--- src/rtl/tl_pkg.sv ---
// Shared phase, mode and lamp encodings for the traffic-light phase controller,
// plus small arithmetic helpers used by the controller.
package tl_pkg;

  typedef enum logic [3:0] {
    NS_GREEN  = 4'd0,
    NS_YELLOW = 4'd1,
    ALLRED_A  = 4'd2,
    EW_GREEN  = 4'd3,
    EW_YELLOW = 4'd4,
    ALLRED_B  = 4'd5,
    FLASH     = 4'd6
  } phase_e;

  localparam logic [1:0] MODE_FIXED = 2'b00;
  localparam logic [1:0] MODE_ACT   = 2'b01;

  // Lamp encoding is {R,Y,G}
  localparam logic [2:0] LAMP_R   = 3'b100;
  localparam logic [2:0] LAMP_Y   = 3'b010;
  localparam logic [2:0] LAMP_G   = 3'b001;
  localparam logic [2:0] LAMP_OFF = 3'b000;

  function automatic logic [7:0] sat_sub(input logic [7:0] a, input logic [7:0] b);
    return (a > b) ? a - b : 8'd0;
  endfunction

  // Green termination on a tick; flash modes never reach here (flash entry wins).
  function automatic logic green_done(input logic [1:0] mode, input logic own, input logic opp,
                                      input logic [7:0] el, input logic [7:0] gmin,
                                      input logic [7:0] gmax);
    if (mode == MODE_FIXED) return el >= gmax - 8'd1;
    return opp && ((el >= gmin - 8'd1 && !own) || el >= gmax - 8'd1);
  endfunction

endpackage

--- src/rtl/tl_phase_timer.sv ---
// Per-phase elapsed-tick counter: cleared on phase entry, counts ticks, saturates at 255.
module tl_phase_timer
  import tl_pkg::*;
(
  input  logic       clk,
  input  logic       rst,
  input  logic       clr,
  input  logic       tick,
  output logic [7:0] elapsed,
  output logic [7:0] elapsed_nxt
);

  always_comb begin
    elapsed_nxt = elapsed;
    if (clr)
      elapsed_nxt = '0;
    else if (tick && elapsed != 8'hFF)
      elapsed_nxt = elapsed + 8'd1;
  end

  always_ff @(posedge clk or posedge rst) begin
    if (rst) elapsed <= '0;
    else     elapsed <= elapsed_nxt;
  end

endmodule

--- src/rtl/tl_phase_ctrl.sv ---
// Two-approach traffic-light phase controller (fixed / actuated / flash).
// Define TL_ALLRED_EN to insert all-red clearance phases after each yellow.
module tl_phase_ctrl
  import tl_pkg::*;
#(
  parameter logic [7:0] GREEN_MIN = 8'd5,
  parameter logic [7:0] GREEN_MAX = 8'd20,
  parameter logic [7:0] YELLOW_T  = 8'd3,
  parameter logic [7:0] ALLRED_T  = 8'd1
) (
  input  logic       clk,
  input  logic       rst,
  input  logic       tick,
  input  logic [1:0] mode_sel,
  input  logic       veh_NS,
  input  logic       veh_EW,
  output logic [3:0] phase_id,
  output logic [2:0] ns_lamp,
  output logic [2:0] ew_lamp,
  output logic [7:0] time_left,
  output logic       phase_start
);

`ifdef TL_ALLRED_EN
  localparam phase_e NS_Y_NEXT  = ALLRED_A;
  localparam phase_e EW_Y_NEXT  = ALLRED_B;
  localparam phase_e FLASH_NEXT = ALLRED_B;
`else
  localparam phase_e NS_Y_NEXT  = EW_GREEN;
  localparam phase_e EW_Y_NEXT  = NS_GREEN;
  localparam phase_e FLASH_NEXT = NS_GREEN;
`endif

  phase_e     phase, phase_nxt;
  logic       blink, blink_nxt;
  logic [7:0] elapsed, elapsed_nxt;
  logic [2:0] ns_lamp_nxt, ew_lamp_nxt;
  logic [7:0] time_left_nxt;
  logic       enter;

  assign enter    = (phase_nxt != phase);
  assign phase_id = phase;

  tl_phase_timer u_timer (
    .clk         (clk),
    .rst         (rst),
    .clr         (enter),
    .tick        (tick),
    .elapsed     (elapsed),
    .elapsed_nxt (elapsed_nxt)
  );

  always_ff @(posedge clk or posedge rst) begin
    if (rst) begin
      phase       <= NS_GREEN;
      blink       <= 1'b0;
      ns_lamp     <= LAMP_G;
      ew_lamp     <= LAMP_R;
      time_left   <= GREEN_MAX;
      phase_start <= 1'b0;
    end else begin
      phase       <= phase_nxt;
      blink       <= blink_nxt;
      ns_lamp     <= ns_lamp_nxt;
      ew_lamp     <= ew_lamp_nxt;
      time_left   <= time_left_nxt;
      phase_start <= enter;
    end
  end

  // Flash request preempts immediately; everything else advances only on tick.
  always_comb begin
    phase_nxt = phase;
    if (mode_sel[1]) begin
      phase_nxt = FLASH;
    end else if (tick) begin
      unique case (phase)
        NS_GREEN:  if (green_done(mode_sel, veh_NS, veh_EW, elapsed, GREEN_MIN, GREEN_MAX))
                     phase_nxt = NS_YELLOW;
        NS_YELLOW: if (elapsed >= YELLOW_T - 8'd1) phase_nxt = NS_Y_NEXT;
        ALLRED_A:  if (elapsed >= ALLRED_T - 8'd1) phase_nxt = EW_GREEN;
        EW_GREEN:  if (green_done(mode_sel, veh_EW, veh_NS, elapsed, GREEN_MIN, GREEN_MAX))
                     phase_nxt = EW_YELLOW;
        EW_YELLOW: if (elapsed >= YELLOW_T - 8'd1) phase_nxt = EW_Y_NEXT;
        ALLRED_B:  if (elapsed >= ALLRED_T - 8'd1) phase_nxt = NS_GREEN;
        FLASH:     phase_nxt = FLASH_NEXT;
        default:   phase_nxt = NS_GREEN;
      endcase
    end
  end

  // Registered outputs are derived from the upcoming phase so they align with phase_id.
  always_comb begin
    blink_nxt = blink;
    if (phase_nxt == FLASH) begin
      if (phase != FLASH) blink_nxt = 1'b0;
      else if (tick)      blink_nxt = ~blink;
    end

    ns_lamp_nxt   = LAMP_R;
    ew_lamp_nxt   = LAMP_R;
    time_left_nxt = '0;
    unique case (phase_nxt)
      NS_GREEN: begin
        ns_lamp_nxt   = LAMP_G;
        time_left_nxt = (mode_sel == MODE_ACT && !veh_EW) ? 8'd0 : sat_sub(GREEN_MAX, elapsed_nxt);
      end
      NS_YELLOW: begin
        ns_lamp_nxt   = LAMP_Y;
        time_left_nxt = sat_sub(YELLOW_T, elapsed_nxt);
      end
      EW_GREEN: begin
        ew_lamp_nxt   = LAMP_G;
        time_left_nxt = (mode_sel == MODE_ACT && !veh_NS) ? 8'd0 : sat_sub(GREEN_MAX, elapsed_nxt);
      end
      EW_YELLOW: begin
        ew_lamp_nxt   = LAMP_Y;
        time_left_nxt = sat_sub(YELLOW_T, elapsed_nxt);
      end
      ALLRED_A, ALLRED_B: time_left_nxt = sat_sub(ALLRED_T, elapsed_nxt);
      FLASH: begin
        ns_lamp_nxt = blink_nxt ? LAMP_Y : LAMP_OFF;
        ew_lamp_nxt = blink_nxt ? LAMP_Y : LAMP_OFF;
      end
      default: ;
    endcase
  end

endmodule

--- config.mk ---
export PLATFORM = sky130hd
export DESIGN_NAME = tl_phase_ctrl
export DESIGN_NICKNAME = d
export VERILOG_FILES = /design/src/rtl/tl_pkg.sv /design/src/rtl/tl_phase_timer.sv /design/src/rtl/tl_phase_ctrl.sv
export SDC_FILE = /design/constraint.sdc
export NUM_CORES = 1
export LEC_CHECK = 0
export ABC_AREA = 1
export CORE_ASPECT_RATIO = 1.2
export CORE_MARGIN = 10
export CORE_UTILIZATION = 39
export DETAILED_ROUTE_END_ITERATION = 8
export REMOVE_ABC_BUFFERS = 1
export SLEW_MARGIN = 0
export SYNTH_ARGS = -nofsm -noshare
export SYNTH_HDL_FRONTEND = slang
export SYNTH_SLANG_ARGS = --single-unit
--- constraint.sdc ---
create_clock -name clk -period 4.3 [get_ports clk]
set_clock_uncertainty 0.1 [all_clocks]
set_input_delay 0.86 -clock clk [delete_from_list [all_inputs] [get_ports clk]]
set_output_delay 0.86 -clock clk [all_outputs]
set_load 0.02 [all_outputs]
Word-level counts from Yosys, hierarchy flattened
Index checks and enable logic that the tools add are counted.
{"block": "word_totals", "out_inout_bits": 19, "mem_bits_ro": 0, "regBits": 28, "latchBits": 0, "mem_bits_rw": 0, "memories": 0, "input_bits": 7}
{"block": "classes", "bitwise": 1, "n_shift": 0, "magnitude_cmp": 7, "div_mod_pow": 0, "n_eq_ne": 15, "n_addsub": 4, "mux": 39, "mul": 0, "reduce_logical": 16}
{"cell": "$mux W8", "count": 7}
{"cell": "$mux W4", "count": 8}
{"cell": "$pmux W8 S4", "count": 1}
{"cell": "$pmux W4 S6", "count": 1}
{"cell": "$eq A4 B3 Y1 const B", "count": 5}
{"cell": "$mux W1", "count": 19}
{"cell": "$pmux W3 S3", "count": 2}
{"cell": "$eq A4 B2 Y1 const B", "count": 4}
{"cell": "$add A8 B1 Y8 const B", "count": 1}
{"cell": "$eq A4 B1 Y1 const B", "count": 2}
{"cell": "$ge A8 B1 Y1 const B", "count": 1}
{"cell": "$ge A8 B2 Y1 const B", "count": 1}
{"cell": "$ge A8 B3 Y1 const B", "count": 1}
{"cell": "$ge A8 B5 Y1 const B", "count": 1}
{"cell": "$gt A1 B8 Y1 const A", "count": 1}
{"cell": "$gt A2 B8 Y1 const A", "count": 1}
{"cell": "$gt A5 B8 Y1 const A", "count": 1}
{"cell": "$logic_not A4 Y1", "count": 2}
{"cell": "$ne A8 B8 Y1 const B", "count": 1}
{"cell": "$sub A1 B8 Y8 const A", "count": 1}
{"cell": "$sub A2 B8 Y8 const A", "count": 1}
{"cell": "$sub A5 B8 Y8 const A", "count": 1}
{"cell": "$logic_and A1 B1 Y1", "count": 7}
{"cell": "$ne A4 B3 Y1 const B", "count": 1}
{"cell": "8 further kinds", "count": 11}

Longest topological paths before layout
{"block": "depth", "ltp_word": 19, "ltp_mapped": 25, "ltp_nobuf": 25}

Hierarchy
Synthesis repeated with hierarchy kept, for this count alone.
{"block": "unflattened", "hier_cells": 294, "area_unflattened_um2": 2103.3}
{"mod": "tl_phase_ctrl", "instances": 1, "cells_each": 221, "area_per_inst_um2": 1576.5, "seq_area_each_um2": 505.5}
{"mod": "tl_phase_timer", "instances": 1, "cells_each": 73, "area_per_inst_um2": 526.8, "seq_area_each_um2": 200.2}

Worst setup path before layout
No wires, ideal clock.
{"block": "synth_path", "path_kind": "input -> register", "startpoint": "input mode_sel[1]", "endpoint": "register time_left[5]", "setup_time_ns": 0.118, "required_time_ns": 4.082, "path_stages": 21, "path_slack_ns": 1.276, "path_buffers": 0, "t_arrival_ns": 2.806, "cell_sequence": "nor2_2 -> nor2_1 -> inv_1 -> nand2_2 -> nand2_2 -> nand2_1 -> nand2_1 -> nand2_1 -> nand2_2 -> nand2_4 -> nor2_8 -> nand2_8 -> nor2_4 -> inv_2 -> ha_1 -> inv_1 -> nand2_1 -> o211ai_2 -> nor2_4 -> nand3_1 -> nand2_1"}
{"block": "synth_via", "elab_chain_cells": 19, "word_cells_on_any_way": 46}
{"element": "start: declaration", "line": "tl_phase_ctrl.sv:14", "text": "input logic [1:0] mode_sel,"}
{"element": "$logic_not A2 Y1", "line": "tl_pkg.sv:32", "text": "if (mode == MODE_FIXED) return el >= gmax - 8'd1;"}
{"element": "$mux W1", "line": "tl_pkg.sv:32"}
{"element": "$mux W1", "line": "tl_phase_ctrl.sv:77", "text": "unique case (phase)"}
{"element": "$mux W1", "line": "tl_phase_ctrl.sv:76", "text": "end else if (tick) begin"}
{"element": "$mux W1", "line": "tl_phase_ctrl.sv:74", "text": "if (mode_sel[1]) begin"}
{"element": "$mux W1", "line": "tl_pkg.sv:33", "text": "return opp && ((el >= gmin - 8'd1 && !own) || el >= gmax - 8'd1);"}
{"element": "$mux W1", "line": "tl_phase_ctrl.sv:77"}
{"element": "$mux W1", "line": "tl_phase_ctrl.sv:76"}
{"element": "(+6 left out)"}
{"element": "named net enter", "line": "tl_phase_ctrl.sv:39", "text": "logic enter;"}
{"element": "$mux W8 *", "line": "tl_phase_timer.sv:15", "text": "if (clr)"}
{"element": "named net elapsed_nxt[3]", "line": "tl_phase_ctrl.sv:36", "text": "logic [7:0] elapsed, elapsed_nxt;"}
{"element": "$sub A5 B8 Y8 / $gt A5 B8 Y1 (equally long branches)", "line": "tl_pkg.sv:25", "text": "return (a > b) ? a - b : 8'd0;"}
{"element": "$mux W8", "line": "tl_pkg.sv:25"}
{"element": "$mux W8, on equally long branches", "line": "tl_phase_ctrl.sv:114, tl_phase_ctrl.sv:106"}
{"element": "$pmux W8 S4 *", "line": "tl_phase_ctrl.sv:103", "text": "unique case (phase_nxt)"}
{"element": "named net time_left_nxt[5]", "line": "tl_phase_ctrl.sv:38", "text": "logic [7:0] time_left_nxt;"}
{"element": "end signal: assignment", "line": "tl_phase_ctrl.sv:66", "text": "time_left <= time_left_nxt;"}
{"element": "end: declaration", "line": "tl_phase_ctrl.sv:20", "text": "output logic [7:0] time_left,"}
The timed path passes the listed nets; every way through them passes the cells marked *. The select of a mux whose other input is x is not followed.

Worst setup path after layout
{"block": "layout_path", "startpoint": "input mode_sel[1]", "endpoint": "register time_left[7]"}
The elaborated chain is that of the path after synthesis.

==> impl_metrics.env <==
export IMPL_core_area_sq_um=4970
export IMPL_first_pass_iters=4
export IMPL_p_leak_nw=1.25
export IMPL_die_y_microns=99.0
export IMPL_antenna_found_initial=0
export IMPL_fillers=522
export IMPL_grt_max_degree=29
export IMPL_syn_area_per_cell_sq_um=7.66
export IMPL_antenna_left=0
export IMPL_synth_edf_count=0
export IMPL_io_pins=26
export IMPL_async_reset_ff_frac=1.00
export IMPL_cp_num_buf_inv=4
export IMPL_clock_path_buffers=2
export IMPL_crit_path_frequent_cell="nand2_1"
export IMPL_cts_tree="done"
export IMPL_required_ps=4430
export IMPL_setup_tns_ps=0
export IMPL_finalCritPeriodShare=0.830
export IMPL_diodes=0
export IMPL_overflow=0
export IMPL_critical_path_top_delay_family="simple AND/OR/NAND/NOR gates"
export IMPL_clock_fmax_mhz=280
export IMPL_cp_start_kind="input pin"
export IMPL_status="complete, no violations"
export IMPL_cts_made_buffers=3
export IMPL_dp_hpwl_mm=3.83
export IMPL_setup_ws_ps=731
export IMPL_routabilityCongestion=0.868
export IMPL_grt_pass1_vias=1737
export IMPL_place_port_buffers=25
export IMPL_ys_flop_type="dfrtp_1"
export IMPL_end_kind="flip-flop"
export IMPL_hold_viol_final=0
export IMPL_synth_seq_cells=28
export IMPL_htreeDepth=1
export IMPL_netlist_instances=265
export IMPL_cp_max_fo=8
export IMPL_tightest_slew_ps=1060
export IMPL_period_needed_ps=3570
export IMPL_critPathMaxStageDelay_ps=520
export IMPL_grt_usage=0.115
export IMPL_dr_first_iter_drc_count=60
export IMPL_ir_drop_mv=0.152
export IMPL_drc=0
export IMPL_via_per_inst=4.90
export IMPL_cts_resized=0
export IMPL_area_delta_synth_final_pct=19.8
export IMPL_start_util=0.408
export IMPL_hold_path_class="flip-flop to flip-flop"
export IMPL_yosysSeqAreaShare=0.348
export IMPL_grt_pass1_wl_mm=8.10
export IMPL_arrival_ps=3700
export IMPL_path_class="input pin to flip-flop"
export IMPL_path_clk_slew_ps=100
export IMPL_synth_distinct_cells=34
export IMPL_rows=28
export IMPL_drive_gt1_frac=0.163
export IMPL_cts_sinks=28
export IMPL_die_area_sq_um=8500
export IMPL_cts_setup_buffers=0
export IMPL_max_cap_violations=0
export IMPL_dp_slack_ps=398
export IMPL_synth_warning_count=0
export IMPL_slew_limit_headroom=0.295
export IMPL_rsz0062_at_grt="no"
export IMPL_die_x_microns=85.9
export IMPL_cts_root_buffer_cell="clkbuf_8"
export IMPL_fin_nets=310
export IMPL_clock_latency_ps=280
export IMPL_routedWlPerCell_microns=13.1
export IMPL_slowest_stage="clkdlybuf4s50_1"
export IMPL_p_per_area_nw_per_um2=319
export IMPL_finalSetupViolations=0
export IMPL_via_count=1736
export IMPL_slew_viol_final=0
export IMPL_totalWireLength_mm=4.64
export IMPL_cts_hold_buf=0
export IMPL_crit_chain="clkdlybuf4s50_1 -> nor2_2 -> nor2_1 -> nand2_1 -> nand3_1 -> a21oi_1 -> nand3_1 -> nand2_1 -> nand2_1 -> nand2_2 -> nor2_8 -> nand2_8 -> nor2_8 -> inv_2 -> ha_1 -> inv_1 -> nor2_1 -> nand3_1 -> nor2_1 -> nand3_1 -> nand2_1 -> clkinv_1 -> nand2_1"
export IMPL_netlist_area_sq_um=2030
[kinds of logic after synthesis]
| group | synth area share |
|---|---|
| AO/OA/AOI/OAI | 0.0771 |
| other | 0.00185 |
| buffers and inverters | 0.0882 |
| AND/OR/NAND/NOR | 0.397 |
| XOR/XNOR | 0.0388 |
| flip-flops | 0.348 |
| adder cells (fa/ha/maj) | 0.0493 |
[where the power goes]
part	switching [W]	total (W)	internal [W]
Combinational	0.000161	0.000258	0.0000978
Sequential	0.0000157	0.000307	0.000292
Clock	0.0000855	0.000210	0.000125
Total	0.000262	0.000776	0.000514
[cell type report]
class / instances / area [sq um] / area share
inverters: 45 / 169 / 0.0695
multi-input cells: 190 / 1140 / 0.471
clock buffers: 3 / 41.3 / 0.0170
flip-flops and latches: 28 / 706 / 0.290
repair buffers: 27 / 265 / 0.109
well taps: 60 / 75.1 / 0.0309
clock inverters: 1 / 30.0 / 0.0124
[flip-flops by register name, indices dropped and copies added, names as in the netlist]
name             count
blink                1
u_timer.elapsed      8
ns_lamp              3
phase_start          1
phase_id             4
time_left            8
ew_lamp              3
[per-layer routing]
layer,vias up,part of all wire,track usage
met1,796,0.42,0.131
met3,11,0.033,0.0173
met2,27,0.52,0.202
met4,0,0.026,0.0558
met5,-,0,0
li1,902,-,-
[worst reg2reg max path, delay by kind of cell (launching register included)]
| family | cells | cell delay (ps) |
|---|---|---|
| buffers and inverters | 3 | 230 |
| DFF | 1 | 430 |
| AOI/OAI and AO/OA | 1 | 240 |
| adders and majority gates | 2 | 440 |
| and+or+nand+nor | 16 | 1500 |
[cell usage after synthesis, types with 3 or more instances]
cell	count	area share
a21oi_1	6	0.015
nor2_2	6	0.018
nand3b_1	3	0.011
ha_1	8	0.049
clkinv_1	3	0.0055
inv_1	34	0.063
o211ai_1	6	0.022
inv_2	8	0.015
nor2_1	17	0.031
dfrtp_1	24	0.30
nand3_2	3	0.015
nand4_1	9	0.028
o21ai_0	4	0.0099
dfstp_2	4	0.052
xor2_1	7	0.030
nor2_8	4	0.039
nand2_1	66	0.12
nand3_1	20	0.049
nor2_4	3	0.017
nand2_2	7	0.022
nor3_1	4	0.0099
[worst paths after layout]
| check | startpoint | endpoint | slack [ps] | cells after the start |
|---|---|---|---|---|
| max reg2reg | u_timer.elapsed[1] | time_left[7] | 1270 | 22 |
| min in group asynchronous | rst | ew_lamp[0] | 1030 | 2 |
| min | blink | blink | 480 | 2 |
| max | mode_sel[1] | time_left[7] | 730 | 23 |
| min reg2reg | blink | blink | 480 | 2 |
| max in group asynchronous | rst | phase_start | 2430 | 2 |
[layout by cell type (no fill, tap or decap), types with 6 or more instances in the layout]
cell type | synthesis | final
nand2_1 | 66 | 66
inv_1 | 34 | 34
clkdlybuf4s50_1 | 0 | 25
dfrtp_1 | 24 | 24
nand3_1 | 20 | 20
nor2_1 | 17 | 17
nand4_1 | 9 | 9
inv_2 | 8 | 8
ha_1 | 8 | 8
nand2_2 | 7 | 7
xor2_1 | 7 | 7
nor2_2 | 6 | 6
a21oi_1 | 6 | 6
o211ai_1 | 6 | 6
[stage by stage]
stage                     hold slack, ps  total power (W)  utilization  std cells  area [sq um]
after floorplan                      431         0.000488            -        263          2020
after CTS                            483         0.000789        0.489        354          2430
final                                484         0.000776        0.489        354          2430
after global routing                 505         0.000830        0.489        354          2430
after detailed placement             467         0.000575        0.474        350          2360
after global placement               449         0.000575        0.474        350          2360
Note: power is estimated with default switching activity, not from simulation.
